## config.mk

```make
export PLATFORM = sky130hd
export DESIGN_NAME = hazard_scoreboard
export DESIGN_NICKNAME = d
export VERILOG_FILES = /design/src/rtl/hazard_pkg.sv /design/src/rtl/hazard_pending_table.sv /design/src/rtl/hazard_scoreboard.sv
export SDC_FILE = /design/constraint.sdc
export NUM_CORES = 1
export LEC_CHECK = 0
export ABC_AREA = 1
export BUFFER_PORTS_ARGS = -buffer_cell sky130_fd_sc_hd__buf_4
export CAP_MARGIN = 20
export CORE_MARGIN = 2
export CORE_UTILIZATION = 53
export CTS_CLUSTER_DIAMETER = 150
export DETAILED_ROUTE_END_ITERATION = 16
export PLACE_DENSITY = 0.88
export SYNTH_ARGS = -nofsm -noshare
export SYNTH_HDL_FRONTEND = slang
export SYNTH_HIERARCHICAL = 1
export SYNTH_SLANG_ARGS = --single-unit
export TNS_END_PERCENT = 1
```

## constraint.sdc

```tcl
create_clock -name clk -period 2.1 [get_ports clk]
set_input_delay 0.105 -clock clk [delete_from_list [all_inputs] [get_ports clk]]
set_output_delay 0.105 -clock clk [all_outputs]
set_load 0.02 [all_outputs]
```

## src/rtl/hazard_pkg.sv

```systemverilog
// Shared types and defaults for the ID-stage hazard scoreboard.
package hazard_pkg;

  localparam int REG_NUM_BITWIDTH_DEFAULT = 5;

  typedef enum logic [1:0] {
    SR_NONE     = 2'd0,
    SR_LOAD_USE = 2'd1,
    SR_MC_RAW   = 2'd2,
    SR_STRUCT   = 2'd3
  } stall_reason_t;

endpackage

```

## src/rtl/hazard_pending_table.sv

```systemverilog
// One pending bit per architectural register for in-flight multi-cycle writes.
// Same-cycle set and clear of one index leaves the bit set (the new producer wins).
module hazard_pending_table
  import hazard_pkg::*;
#(
  parameter int RNB = REG_NUM_BITWIDTH_DEFAULT
) (
  input  logic           clk,
  input  logic           rst,
  input  logic           set_en,
  input  logic [RNB-1:0] set_idx,
  input  logic           clr_en,
  input  logic [RNB-1:0] clr_idx,
  input  logic [RNB-1:0] rd0_idx,
  input  logic [RNB-1:0] rd1_idx,
  input  logic [RNB-1:0] rd2_idx,
  output logic           rd0_pend,
  output logic           rd1_pend,
  output logic           rd2_pend
);

  localparam int N = 1 << RNB;

  logic [N-1:0] pending_q;
  logic [N-1:0] set_mask;
  logic [N-1:0] clr_mask;

  always_comb begin
    set_mask = '0;
    clr_mask = '0;
    if (set_en) set_mask[set_idx] = 1'b1;
    if (clr_en) clr_mask[clr_idx] = 1'b1;
  end

  // Bit 0 is forced low: x0 can never be a pending destination.
  always_ff @(posedge clk) begin
    if (rst) pending_q <= '0;
    else     pending_q <= ((pending_q & ~clr_mask) | set_mask) & {{(N-1){1'b1}}, 1'b0};
  end

  assign rd0_pend = pending_q[rd0_idx];
  assign rd1_pend = pending_q[rd1_idx];
  assign rd2_pend = pending_q[rd2_idx];

endmodule

```

## src/rtl/hazard_scoreboard.sv

```systemverilog
// ID-stage hazard scoreboard: load-use, multi-cycle RAW/WAW and structural stalls.
// Optional HAZARD_WB_BYPASS_EN lets a same-cycle mc_done satisfy a source read.
module hazard_scoreboard
  import hazard_pkg::*;
#(
  parameter int REG_NUM_BITWIDTH = REG_NUM_BITWIDTH_DEFAULT,
  parameter int MC_DEPTH         = 2,
  parameter int CNT_WIDTH        = 16
) (
  input  logic                        clk,
  input  logic                        rst,
  input  logic                        id_valid,
  input  logic [REG_NUM_BITWIDTH-1:0] id_Rs1,
  input  logic [REG_NUM_BITWIDTH-1:0] id_Rs2,
  input  logic                        id_useRs1,
  input  logic                        id_useRs2,
  input  logic [REG_NUM_BITWIDTH-1:0] id_Rd,
  input  logic                        id_regWrite,
  input  logic                        id_isLoad,
  input  logic                        id_isMulti,
  input  logic                        mc_done,
  input  logic [REG_NUM_BITWIDTH-1:0] mc_Rd,
  input  logic                        flush,
  output logic                        stall,
  output logic                        issue,
  output logic [1:0]                  stall_reason,
  output logic [CNT_WIDTH-1:0]        stall_cycles
);

  localparam int MCW = $clog2(MC_DEPTH + 1);

  logic                        ex_load_v;
  logic [REG_NUM_BITWIDTH-1:0] ex_load_rd;
  logic [MCW-1:0]              mc_count;
  stall_reason_t               reason_cur;
  stall_reason_t               reason_q;

  logic rs1_pend, rs2_pend, rd_pend;
  logic rs1_byp, rs2_byp;
  logic load_use, mc_raw, struct_hz;
  logic multi_issue, mc_dec, pend_set;

  hazard_pending_table #(.RNB(REG_NUM_BITWIDTH)) u_pending (
    .clk      (clk),
    .rst      (rst),
    .set_en   (pend_set),
    .set_idx  (id_Rd),
    .clr_en   (mc_done),
    .clr_idx  (mc_Rd),
    .rd0_idx  (id_Rs1),
    .rd1_idx  (id_Rs2),
    .rd2_idx  (id_Rd),
    .rd0_pend (rs1_pend),
    .rd1_pend (rs2_pend),
    .rd2_pend (rd_pend)
  );

`ifdef HAZARD_WB_BYPASS_EN
  assign rs1_byp = mc_done & (mc_Rd == id_Rs1);
  assign rs2_byp = mc_done & (mc_Rd == id_Rs2);
`else
  assign rs1_byp = 1'b0;
  assign rs2_byp = 1'b0;
`endif

  // ex_load_v is only ever set for a non-zero Rd, so a match here never involves x0.
  assign load_use  = id_valid & ex_load_v &
                     ((id_useRs1 & (id_Rs1 == ex_load_rd)) |
                      (id_useRs2 & (id_Rs2 == ex_load_rd)));
  assign mc_raw    = id_valid & ((id_useRs1 & rs1_pend & ~rs1_byp) |
                                 (id_useRs2 & rs2_pend & ~rs2_byp) |
                                 (id_regWrite & rd_pend));
  assign struct_hz = id_valid & id_isMulti & (mc_count == MCW'(MC_DEPTH));

  always_comb begin
    reason_cur = SR_NONE;
    if (load_use)       reason_cur = SR_LOAD_USE;
    else if (mc_raw)    reason_cur = SR_MC_RAW;
    else if (struct_hz) reason_cur = SR_STRUCT;
  end

  // ID->EX handshake: the ID instruction advances in a cycle with id_valid=1 and
  // issue=1; while stall=1 it must be held unchanged and a bubble enters EX.
  assign stall        = load_use | mc_raw | struct_hz;
  assign issue        = id_valid & ~stall & ~flush;
  assign stall_reason = reason_q;

  assign multi_issue = issue & id_isMulti;
  assign mc_dec      = mc_done & (mc_count != '0);
  assign pend_set    = multi_issue & id_regWrite & (id_Rd != '0);

  always_ff @(posedge clk) begin
    if (rst) begin
      ex_load_v    <= 1'b0;
      ex_load_rd   <= '0;
      mc_count     <= '0;
      reason_q     <= SR_NONE;
      stall_cycles <= '0;
    end else begin
      ex_load_v  <= issue & id_isLoad & id_regWrite & (id_Rd != '0);
      ex_load_rd <= id_Rd;
      case ({multi_issue, mc_dec})
        2'b10:   mc_count <= mc_count + MCW'(1);
        2'b01:   mc_count <= mc_count - MCW'(1);
        default: mc_count <= mc_count;
      endcase
      reason_q <= reason_cur;
      if (stall && !(&stall_cycles)) stall_cycles <= stall_cycles + CNT_WIDTH'(1);
    end
  end

`ifndef SYNTHESIS
  // A completion with nothing outstanding means the multi-cycle unit is out of sync.
  always_ff @(posedge clk) begin
    if (!rst) assert (!(mc_done && (mc_count == '0)));
  end
`endif

endmodule
```

==> flow_summary_export.csv, run 1 <==
group,metric,value,unit
critical_path,cp.required,2.37,ns
critical_path,cp_num_buf_inv,3,
critical_path,crit_path_start_kind,"flop",
finish,nets,743,
synth,ys_seq_area_frac,0.289,
die,die_x,90.3,um
detailed_routing,drt_iter0_markers,447,
detailed_routing,drc_errors,0,
sta,setup_viol,41,
die,core-area,7210,um^2
finish,final_core_util,0.680,
die,rows,31,
synth,async_flop_share,0,
synth,syn_nets,671,
sta,fin_worst_skew,0.0110,ns
global_route,grt_pass1_wl,20.2,mm
detailed_routing,first_pass_iters,6,
sta,grt_setup_unrepaired,"yes",
synth,yosys_most_used_dff,"dfxtp_1",
critical_path,path_max_fanout,8,
clock_tree,cts_root_buf,"clkbuf_8",
die,die_area,8150,um^2
sta,fmax,427,MHz
sta,slew_viol_final,0,
sta,hold_ws,0.0504,ns
synth,yosysWarnings,6,
clock_tree,clockBufferDepth,2,
sta,hold_violations,0,
detailed_routing,wl_per_cell,15.5,um
global_route,grt_pass1_vias,4365,
run_status,violations,"negative setup slack",
critical_path,cp_slowest_cell,"dfxtp_2",
synth,synthDistinctLibCells,28,
critical_path,critPathMaxStageDelay,0.35,ns
global_route,grt_usage,0.303,
run_status,status,"complete, but fails checks",
sta,finalCritPeriodShare,1.12,
power_and_ir_drop,total_power,2.65,mW
finish,antenna_cells,0,
sta,finalWorstSetupSlack,-0.244,ns
clock_tree,cts_made_buffers,9,
power_and_ir_drop,power_frac_comb,0.181,
sta,fin_crit,2.34,ns
power_and_ir_drop,switching_share,0.291,
clock_tree,cts_sinks,57,
clock_tree,h-tree-depth,3,
die,initial_core_util,0.546,
synth,synth_cells,639,
global_route,grt_overflow_total,0,
critical_path,end_kind,"flop",
detailed_routing,detail-route-antenna-nets,0,
clock_tree,cts_tree,"yes",
placed_design,placed_cells,794,
sta,max_slew_margin,0.581,
finish,drive_gt1_frac,0.250,
finish,stdcell_count,814,
synth,ys_ff_latch,57,
die,fp.dieH,90.3,um
power_and_ir_drop,p_clk_frac,0.400,
run,drv_cap,0,
die,io_pins,50,
placed_design,detailed_place_hpwl,9.02,mm
global_route,grt_max_degree,54,
power_and_ir_drop,ir_worst_vdd,0.000360,V
clock_tree,insertion_delay,0.35,ns
clock_tree,cts.clk_slew.worst_paths,0.07,ns
detailed_routing,totalWireLength,12.6,mm
synth,syn_area_per_cell,6.17,um^2
finish,fill_cells,571,
critical_path,worstPathCellList,"nand2_1 > nand3_1 > nand3_1 > nand2_1 > nand2_1 > nand2_1 > nand2_1 > nand2_1 > nand2_1 > nand3_2 > a21oi_2 > nand3_2 > inv_2 > nand2_4 > nor2_4 > inv_4 > nor3_4 > buf_6 > nand2_1 > a21oi_1",
finish,area_growth,24.4,%
placed_design,pre_cts_ws,-0.380,ns
power_and_ir_drop,power.switching,0.772,mW
power_and_ir_drop,seqPwrFrac,0.420,
critical_path,cp.arrival,2.61,ns
critical_path,cp_common_cell,"nand2_1",
placed_design,place_congestion,0.922,
placed_design,portBuffers,49,
power_and_ir_drop,power.internal,1.88,mW
detailed_routing,drt-vias-per-instance,5.82,
global_route,antenna_found_initial,0,
detailed_routing,vias,4740,
critical_path,path_delay_family,"simple AND/OR/NAND/NOR gates",
critical_path,critPathKind,"reg -> reg",
power_and_ir_drop,power.density,541,nW/um^2
power_and_ir_drop,p_leak,2.06,nW
synth,netlist_area,3940,um^2
synth,synth-edff-count,0,
sta,tightestPinTransition,0.629,ns
hold_path,hold_class,"in -> reg",
-- power by group through the flow --
stage                     clock, mW  sequential, mW  combinational [mW]
after global placement            0            1.14               0.434
final                          1.06            1.11               0.479
after floorplan                   0            1.14               0.277
after detailed placement          0            1.14               0.451
after global routing           1.11            1.11               0.518
after CTS                      1.06            1.11               0.461
-- cell usage after synthesis (5+ instances only) --
master	n	area (um^2)
a21oi_2	10	87.6
nor3_1	8	40.0
o21ai_1	10	50.1
nor3_4	5	81.3
nor3_2	9	90.1
buf_2	5	25.0
a21oi_1	41	205
nand2_1	223	837
o21ai_0	25	125
xor2_1	12	105
buf_6	7	78.8
inv_2	13	48.8
nand3_1	111	556
nor2_1	29	109
dfxtp_1	57	1140
inv_1	49	184
-- cells by family (layout without fill, tap and decap cells) --
kind of cell	Yosys count	count (layout)	synth area share
AOI/OAI and AO/OA	87	87	0.121
xor gates and xnor gates	13	13	0.0289
adders and majority gates	2	2	0.00635
buffers and inverters	86	162	0.103
DFF	57	57	0.289
and+or+nand+nor	394	394	0.452
-- stage by stage --
stage / instance area (um^2) / setup TNS, ns
6_report: 4900 / -5.31
3_3_place_gp: 4560 / -7.30
3_5_place_dp: 4560 / -9.15
5_1_grt: 4900 / -13.00
2_1_floorplan: 4010 / -1.38
4_1_cts: 4860 / -2.93
-- layout by cell type (no fill, tap or decap), types with 12 or more instances in the layout --
| cell | instances |
|---|---|
| nand2_1 | 219 |
| nand3_1 | 108 |
| buf_4 | 76 |
| inv_1 | 43 |
| dfxtp_1 | 41 |
| a21oi_1 | 34 |
| nor2_1 | 28 |
| o21ai_0 | 23 |
| inv_2 | 17 |
| a21oi_2 | 17 |
| dfxtp_2 | 15 |
| xor2_1 | 12 |
| o21ai_1 | 12 |
-- layer usage --
| layer | up-vias | wire length [um] | GRT usage |
|---|---|---|---|
| li1 | 2221 | - | - |
| met2 | 296 | 5950 | 0.515 |
| met1 | 2161 | 4780 | 0.365 |
| met5 | - | 0 | 0 |
| met3 | 62 | 1370 | 0.0651 |
| met4 | 0 | 509 | 0.141 |
-- tightest hold or removal path: cells and delay by family --
family / cells / cell delay, ns
buffers and inverters: 2 / 0.22
and+or+nand+nor: 1 / 0.03
-- final cells by class --
type                       count  area [um^2]  share of cell area
inverter                      65          264              0.0538
clock buffer                  11          151              0.0309
timing repair buffer          82          663               0.135
multi-input combinational    496         2480               0.507
sequential                    57         1160               0.237
tap                           99          124              0.0253
clock inverter                 4         52.6              0.0107
-- worst paths after layout --
kind / start / to / slack, ns / depth (start not counted)
setup reg to reg: u_pending/pending_q[21]$_SDFF_PP0_ / u_pending/pending_q[30]$_SDFF_PP0_ / -0.24 / 20
setup / recovery: u_pending/pending_q[21]$_SDFF_PP0_ / u_pending/pending_q[30]$_SDFF_PP0_ / -0.24 / 20
hold / removal: id_Rd[4] / ex_load_rd[4]$_SDFF_PP0_ / 0.05 / 3
hold reg to reg: u_pending/pending_q[4]$_SDFF_PP0_ / u_pending/pending_q[4]$_SDFF_PP0_ / 0.49 / 2
-- registers in the layout, summed over array words and instances (netlist names) --
signal and cells:
ex_load_rd 5, ex_load_v 1, mc_count 2, stall_cycles 16, stall_reason 2, u_pending/pending_q 31
-- timing repair --
| item | in CTS | in global routing |
|---|---|---|
| gates cloned | 0 | 0 |
| gates resized for setup | 27 | 14 |
| endpoints found under the hold margin | 1 | 0 |
| endpoints found under the setup margin | 35 | 51 |
| pin swaps | 12 | 6 |
| hold buffers | 1 | 0 |
| setup buffers | 4 | 1 |
Power figures use the tool's default switching activity.
==> inputs of run 2 (changes only) <==
--- a/config.mk
+++ b/config.mk
@@ -5,14 +5,14 @@
 export SDC_FILE = /design/constraint.sdc
 export NUM_CORES = 1
 export LEC_CHECK = 0
-export ABC_AREA = 1
+export ABC_AREA = 0
 export BUFFER_PORTS_ARGS = -buffer_cell sky130_fd_sc_hd__buf_4
 export CAP_MARGIN = 20
 export CORE_MARGIN = 2
-export CORE_UTILIZATION = 53
+export CORE_UTILIZATION = 52
 export CTS_CLUSTER_DIAMETER = 150
 export DETAILED_ROUTE_END_ITERATION = 16
-export PLACE_DENSITY = 0.88
+export PLACE_DENSITY = 0.87
 export SYNTH_ARGS = -nofsm -noshare
 export SYNTH_HDL_FRONTEND = slang
 export SYNTH_HIERARCHICAL = 1
==> run 2 against run 1 <==
Effect of this change:
- the run still ends with negative setup slack left
- register-to-register slack got worse by 0.80 ns
- critical path type unchanged
- largest cell class unchanged
- largest power group is now the clock network
- synthesized cell count fell by 34%
- worst setup slack got worse by 0.80 ns
==> flow_summary_export.csv, run 2 <==
group,metric,value,unit
run_status,status,"complete, but fails checks",
run_status,violations,"negative setup slack",
finish,area_growth,27.9,%
finish,largest_reg_flops,31,
power_and_ir_drop,power.internal,1.99,mW
sta,fmax,318,MHz
die,core-area,6720,um^2
sta,fin_worst_skew,0.0144,ns
synth,synth-edff-count,0,
synth,synth_cells,424,
global_route,grt_pass1_wl,17.7,mm
sta,max_slew_margin,0.578,
detailed_routing,detail-route-antenna-nets,0,
synth,ys_ff_latch,57,
critical_path,crit_path_start_kind,"flop",
synth,synth_top_area_frac,0.318,
clock_tree,cts_tree,"yes",
global_route,grt_pass1_vias,3601,
clock_tree,cts_sinks,57,
hold_path,hold_class,"in -> reg",
global_route,grt_max_degree,64,
critical_path,critPathKind,"reg -> reg",
power_and_ir_drop,power.switching,0.776,mW
critical_path,path_max_fanout,4,
critical_path,cp.required,2.38,ns
die,fp.dieH,87.1,um
finish,mostFrequentLayoutCell,"buf_4",
detailed_routing,vias,3843,
power_and_ir_drop,p_clk_frac,0.428,
sta,grt_setup_unrepaired,"yes",
power_and_ir_drop,p_leak,1.79,nW
finish,largest_register,"u_pending/pending_q",
critical_path,end_kind,"flop",
clock_tree,insertion_delay,0.35,ns
finish,final_area,4590,um^2
sta,slew_viol_final,0,
power_and_ir_drop,switching_share,0.281,
sta,fin_crit,3.14,ns
synth,ys_top_cells_by_count,"57 x dfxtp_1, 47 x a21oi_1, 46 x nand2_1, 33 x o21ai_0, 27 x mux2i_1",
synth,syn_area_per_cell,8.46,um^2
sta,finalCritPeriodShare,1.50,
placed_design,placed_cell_area,4240,um^2
clock_tree,ctsHoldBuffers,0,
placed_design,pre_cts_ws,-1.06,ns
detailed_routing,drt-vias-per-instance,6.54,
die,die_x,87.1,um
finish,stdcell_count,588,
clock_tree,clockBufferDepth,2,
finish,antenna_cells,0,
detailed_routing,drt_iter0_markers,391,
die,die_area,7580,um^2
clock_tree,h-tree-depth,3,
finish,top_regs,"u_pending/pending_q (31), stall_cycles (16), ex_load_rd (5)",
run,drv_cap,0,
die,rows,30,
placed_design,placed_cells,567,
synth,yosysWarnings,6,
synth,synth_area_leader_cell,"dfxtp_1",
synth,netlist_area,3590,um^2
detailed_routing,first_pass_iters,5,
power_and_ir_drop,ir_worst_vdd,0.000428,V
sta,setup_viol,53,
power_and_ir_drop,power.density,603,nW/um^2
detailed_routing,drc_errors,0,
global_route,antenna_found_initial,0,
placed_design,portBuffers,49,
sta,hold_violations,0,
detailed_routing,totalWireLength,11.3,mm
detailed_routing,wl_per_cell,19.3,um
finish,layout_common_cells,"81 x buf_4, 53 x dfxtp_1, 47 x a21oi_1",
clock_tree,cts_made_buffers,9,
placed_design,detailed_place_hpwl,7.49,mm
synth,async_flop_share,0,
global_route,grt_overflow_total,0,
synth,synthTopCellsByArea,"dfxtp_1 32%, mux2i_1 7.5%, a21oi_1 6.6%",
clock_tree,cts_root_buf,"clkbuf_8",
finish,nets,535,
finish,drive_gt1_frac,0.274,
synth,ys_seq_area_frac,0.318,
synth,synth_most_common_cell,"dfxtp_1",
die,io_pins,50,
global_route,grt_usage,0.304,
sta,tightestPinTransition,0.633,ns
synth,synthDistinctLibCells,51,
power_and_ir_drop,power_frac_comb,0.169,
sta,finalWorstSetupSlack,-1.04,ns
placed_design,place_congestion,0.918,
synth,yosys_most_used_dff,"dfxtp_1",
power_and_ir_drop,seqPwrFrac,0.403,
synth,syn_nets,456,
die,initial_core_util,0.534,
sta,hold_ws,0.0330,ns
critical_path,cp.arrival,3.42,ns
clock_tree,cts.clk_slew.worst_paths,0.08,ns
-- run 2: changes by cell type after synthesis, moves of 8 or more --
cell     previous run  this run
nand2_1           223        46
nand3_1           111        22
inv_1              49         8
mux2i_1             0        27
nor2b_1             0        18
inv_2              13         0
a21oi_2            10         0
nor3_2              9         0
o21ai_1            10         1
o21ai_0            25        33
-- run 2: final timing paths --
kind | cells after the start | start | end | slack (ns)
worst max-delay path | 13 | u_pending/pending_q[23]$_SDFF_PP0_ | mc_count[1]$_SDFFE_PP0P_ | -1.04
worst min-delay path | 2 | id_isLoad | ex_load_v$_SDFF_PP0_ | 0.03
worst min register to register | 2 | u_pending/pending_q[7]$_SDFF_PP0_ | u_pending/pending_q[7]$_SDFF_PP0_ | 0.51
worst max register to register | 13 | u_pending/pending_q[23]$_SDFF_PP0_ | mc_count[1]$_SDFFE_PP0P_ | -1.04
-- run 2: area by class of cell --
type	count	area (um^2)
Clock buffer	9	124
Clock inverter	7	103
Fill cell	498	2130
Inverter	8	30.0
Multi-Input combinational cell	338	2370
Sequential cell	57	1150
Tap cell	80	100
Timing Repair Buffer	89	714
-- run 2: critical path: stages (launching register included) --
cell and delay [ns]:
dfxtp_2 0.34, mux4_2 0.49, nand2b_4 0.16, o2111ai_2 0.08
nand4_1 0.17, a222oi_1 0.38, buf_4 0.21, a21boi_4 0.07
a221oi_4 0.24, nand3_4 0.14, ha_4 0.18, xnor2_1 0.15
or3_1 0.32, a21oi_1 0.13
-- run 2: cells by family after synthesis --
kind of cell / synth area share
xor+xnor: 0.0293
flops: 0.318
simple gates: 0.256
mux: 0.157
compound gates: 0.188
buf+inv: 0.0443
fa+ha+maj: 0.00697
-- run 2: power groups by stage --
stage | Clock (mW) | Sequential, mW | Combinational, mW
after floorplan | 0 | 1.14 | 0.225
final | 1.18 | 1.11 | 0.468
after detailed placement | 0 | 1.14 | 0.400
after global placement | 0 | 1.14 | 0.386
after global routing | 1.24 | 1.12 | 0.496
after CTS | 1.18 | 1.11 | 0.444
-- run 2: routing by layer --
metal | up-vias | part of all wire | wire [um] | GRT usage
met3 | 44 | 0.086 | 975 | 0.0578
li1 | 1739 | - | - | -
met5 | - | 0 | 0 | 0
met1 | 1816 | 0.38 | 4280 | 0.364
met4 | 0 | 0.040 | 449 | 0.169
met2 | 244 | 0.50 | 5630 | 0.510
-- run 2: stage by stage --
step / power, mW / setup TNS [ns] / util
after global placement: 1.52 / -36.97 / 0.631
after detailed placement: 1.54 / -45.71 / 0.631
final: 2.77 / -46.53 / 0.683
after floorplan: 1.37 / -36.66 / -
after CTS: 2.74 / -39.99 / 0.682
after global routing: 2.85 / -53.59 / 0.683
-- run 2: what timing repair did --
item	in CTS	in global routing
buffers inserted	4	0
resized for setup	26	2
endpoints found under the setup margin	53	54
pin swaps	12	7
hold endpoints to repair	0	0
cloned	1	0
==> inputs of run 3 (changes only) <==
--- a/config.mk
+++ b/config.mk
@@ -6,13 +6,13 @@
 export NUM_CORES = 1
 export LEC_CHECK = 0
 export ABC_AREA = 0
-export BUFFER_PORTS_ARGS = -buffer_cell sky130_fd_sc_hd__buf_4
 export CAP_MARGIN = 20
 export CORE_MARGIN = 2
-export CORE_UTILIZATION = 52
+export CORE_UTILIZATION = 55
 export CTS_CLUSTER_DIAMETER = 150
 export DETAILED_ROUTE_END_ITERATION = 16
-export PLACE_DENSITY = 0.87
+export DONT_BUFFER_PORTS = 1
+export PLACE_DENSITY = 0.84
 export SYNTH_ARGS = -nofsm -noshare
 export SYNTH_HDL_FRONTEND = slang
 export SYNTH_HIERARCHICAL = 1
==> run 3 against run 2 <==
Effect of this change:
- the run ends with negative hold slack, negative setup slack left
- final cell count is 7.7% lower
- register-to-register slack improved by 0.14 ns
- power is 2.8% lower
- via count shrank 5.7%
- non-clock buffer count down 42
- combinational power shrank 31%
- count of clock-buffer cells in the layout up 2
- critical path type is now reg -> out
- critical endpoint is now issue
- largest cell class unchanged
==> flow_summary_export.csv, run 3 (synthesized netlist as in run 2, its figures left out) <==
group,metric,value,unit
run_status,violations,"negative hold slack, negative setup slack",
finish,drive_gt1_frac,0.197,
die,io_pins,50,
placed_design,place_congestion,0.880,
hold_path,hold_class,"in -> reg",
sta,grt_setup_unrepaired,"yes",
finish,antenna_cells,0,
finish,mostFrequentLayoutCell,"dfxtp_1",
sta,fin_worst_skew,0.0119,ns
detailed_routing,drt-vias-per-instance,6.67,
clock_tree,insertion_delay,0.34,ns
critical_path,path_delay_family,"compound AO/OA/AOI/OAI gates",
clock_tree,cts_root_buf,"clkbuf_8",
run_status,status,"complete, but fails checks",
finish,largest_register,"u_pending/pending_q",
global_route,grt_overflow_total,0,
finish,layout_common_cells,"53 x dfxtp_1, 43 x nand2_1, 33 x o21ai_0",
global_route,grt_pass1_wl,16.9,mm
critical_path,critPathKind,"reg -> out",
critical_path,cp.required,2.00,ns
finish,stdcell_count,543,
die,core-area,6310,um^2
finish,largest_reg_flops,31,
sta,max_slew_margin,0.616,
finish,final_area,4410,um^2
die,die_x,84.8,um
detailed_routing,first_pass_iters,5,
sta,hold_ws,-0.0355,ns
finish,area_growth,22.9,%
sta,setup_viol,52,
placed_design,placed_cells,500,
power_and_ir_drop,total_power,2.69,mW
placed_design,detailed_place_hpwl,6.74,mm
die,rows,29,
critical_path,cp_slowest_cell,"mux4_1",
critical_path,cp_num_buf_inv,4,
clock_tree,cts_made_buffers,9,
sta,fin_crit,3.01,ns
clock_tree,clockBufferDepth,2,
finish,top_regs,"u_pending/pending_q (31), stall_cycles (16), ex_load_rd (5)",
sta,fmax,332,MHz
global_route,grt_pass1_vias,3492,
run,drv_cap,0,
global_route,antenna_found_initial,0,
critical_path,end_kind,"primary output",
placed_design,portBuffers,0,
detailed_routing,drt_iter0_markers,551,
sta,slew_viol_final,0,
detailed_routing,detail-route-antenna-nets,0,
sta,tightestPinTransition,0.570,ns
detailed_routing,wl_per_cell,20.0,um
sta,finalCritPeriodShare,1.43,
detailed_routing,drc_errors,0,
critical_path,cp.arrival,2.90,ns
global_route,grt_usage,0.293,
global_route,grt_max_degree,64,
critical_path,crit_path_start_kind,"flop",
critical_path,path_max_fanout,14,
die,die_area,7190,um^2
sta,finalWorstSetupSlack,-0.908,ns
detailed_routing,totalWireLength,10.8,mm
placed_design,placed_cell_area,3750,um^2
sta,hold_violations,9,
clock_tree,cts_sinks,57,
clock_tree,cts_tree,"yes",
power_and_ir_drop,ir_worst_vdd,0.000469,V
critical_path,cp_common_cell,"buf_4",
die,fp.dieH,84.8,um
critical_path,critPathMaxStageDelay,0.54,ns
finish,nets,493,
critical_path,worstPathCellList,"mux4_1 > o2111ai_1 > nand4_1 > a222oi_1 > buf_4 > a21boi_4 > a221oi_4 > buf_4 > buf_12 > nand2_2 > inv_4",
die,initial_core_util,0.568,
clock_tree,h-tree-depth,3,
clock_tree,cts.clk_slew.worst_paths,0.07,ns
detailed_routing,vias,3623,
power_and_ir_drop,power.density,609,nW/um^2
power_and_ir_drop,p_leak,1.60,nW
-- run 3: cell count changes in the layout (fill, tap and decap cells not counted), moves of 4 or more --
cell           delta
a21oi_1          -16
a21oi_2          +16
buf_4            -60
buf_6             -4
dlygate4sd3_1    +22
-- run 3: final timing paths --
kind / depth (start not counted) / endpoint / slack, ns / start
worst min-delay path: 3 / u_pending/pending_q[22]$_SDFF_PP0_ / -0.04 / id_Rd[0]
worst max register to register: 12 / mc_count[1]$_SDFFE_PP0P_ / -0.90 / u_pending/pending_q[17]$_SDFF_PP0_
worst max-delay path: 11 / issue / -0.91 / u_pending/pending_q[17]$_SDFF_PP0_
worst min register to register: 2 / u_pending/pending_q[21]$_SDFF_PP0_ / 0.52 / u_pending/pending_q[21]$_SDFF_PP0_
-- run 3: per-stage QoR --
step | setup WS (ns) | TNS, ns | utilization
2_1_floorplan | -0.946 | -36.66 | -
3_3_place_gp | -0.887 | -37.45 | 0.593
3_5_place_dp | -0.984 | -42.06 | 0.593
4_1_cts | -0.886 | -38.54 | 0.675
5_1_grt | -1.04 | -48.50 | 0.699
6_report | -0.908 | -40.84 | 0.699
-- run 3: area by class of cell --
type                            instances  area, um^2
Multi-Input combinational cell        338        2450
Fill cell                             433        1900
Sequential cell                        57        1150
Timing Repair Buffer                   47         452
Clock buffer                           11         131
Clock inverter                          5         104
Tap cell                               77        96.3
Inverter                                8        32.5
-- run 3: timing repair --
action                                  CTS  global route
pin swaps                                17             4
buffers inserted                          1             2
endpoints found under the hold margin    57            43
resized for setup                        28            18
hold buffers                             19             4
endpoints found under the setup margin   52            53
gates cloned                              1             0
-- run 3: worst min-delay path, delay by kind of cell --
family,cells,cell delay [ns]
and+or+nand+nor,2,0.10
AOI/OAI and AO/OA,1,0.05
-- run 3: routing by layer --
layer	GRT usage	share of wire	wire (um)	vias up
li1	-	-	-	1640
met4	0.131	0.027	296	0
met5	0	0	0	-
met1	0.370	0.40	4310	1721
met3	0.0678	0.097	1060	40
met2	0.477	0.48	5180	222
-- run 3: power by group --
| part | leakage, nW | switching [mW] | total, mW | internal, mW |
|---|---|---|---|---|
| Sequential | 0.463 | 0.0191 | 1.12 | 1.10 |
| Clock | 0.118 | 0.457 | 1.25 | 0.790 |
| Combinational | 1.02 | 0.160 | 0.325 | 0.166 |
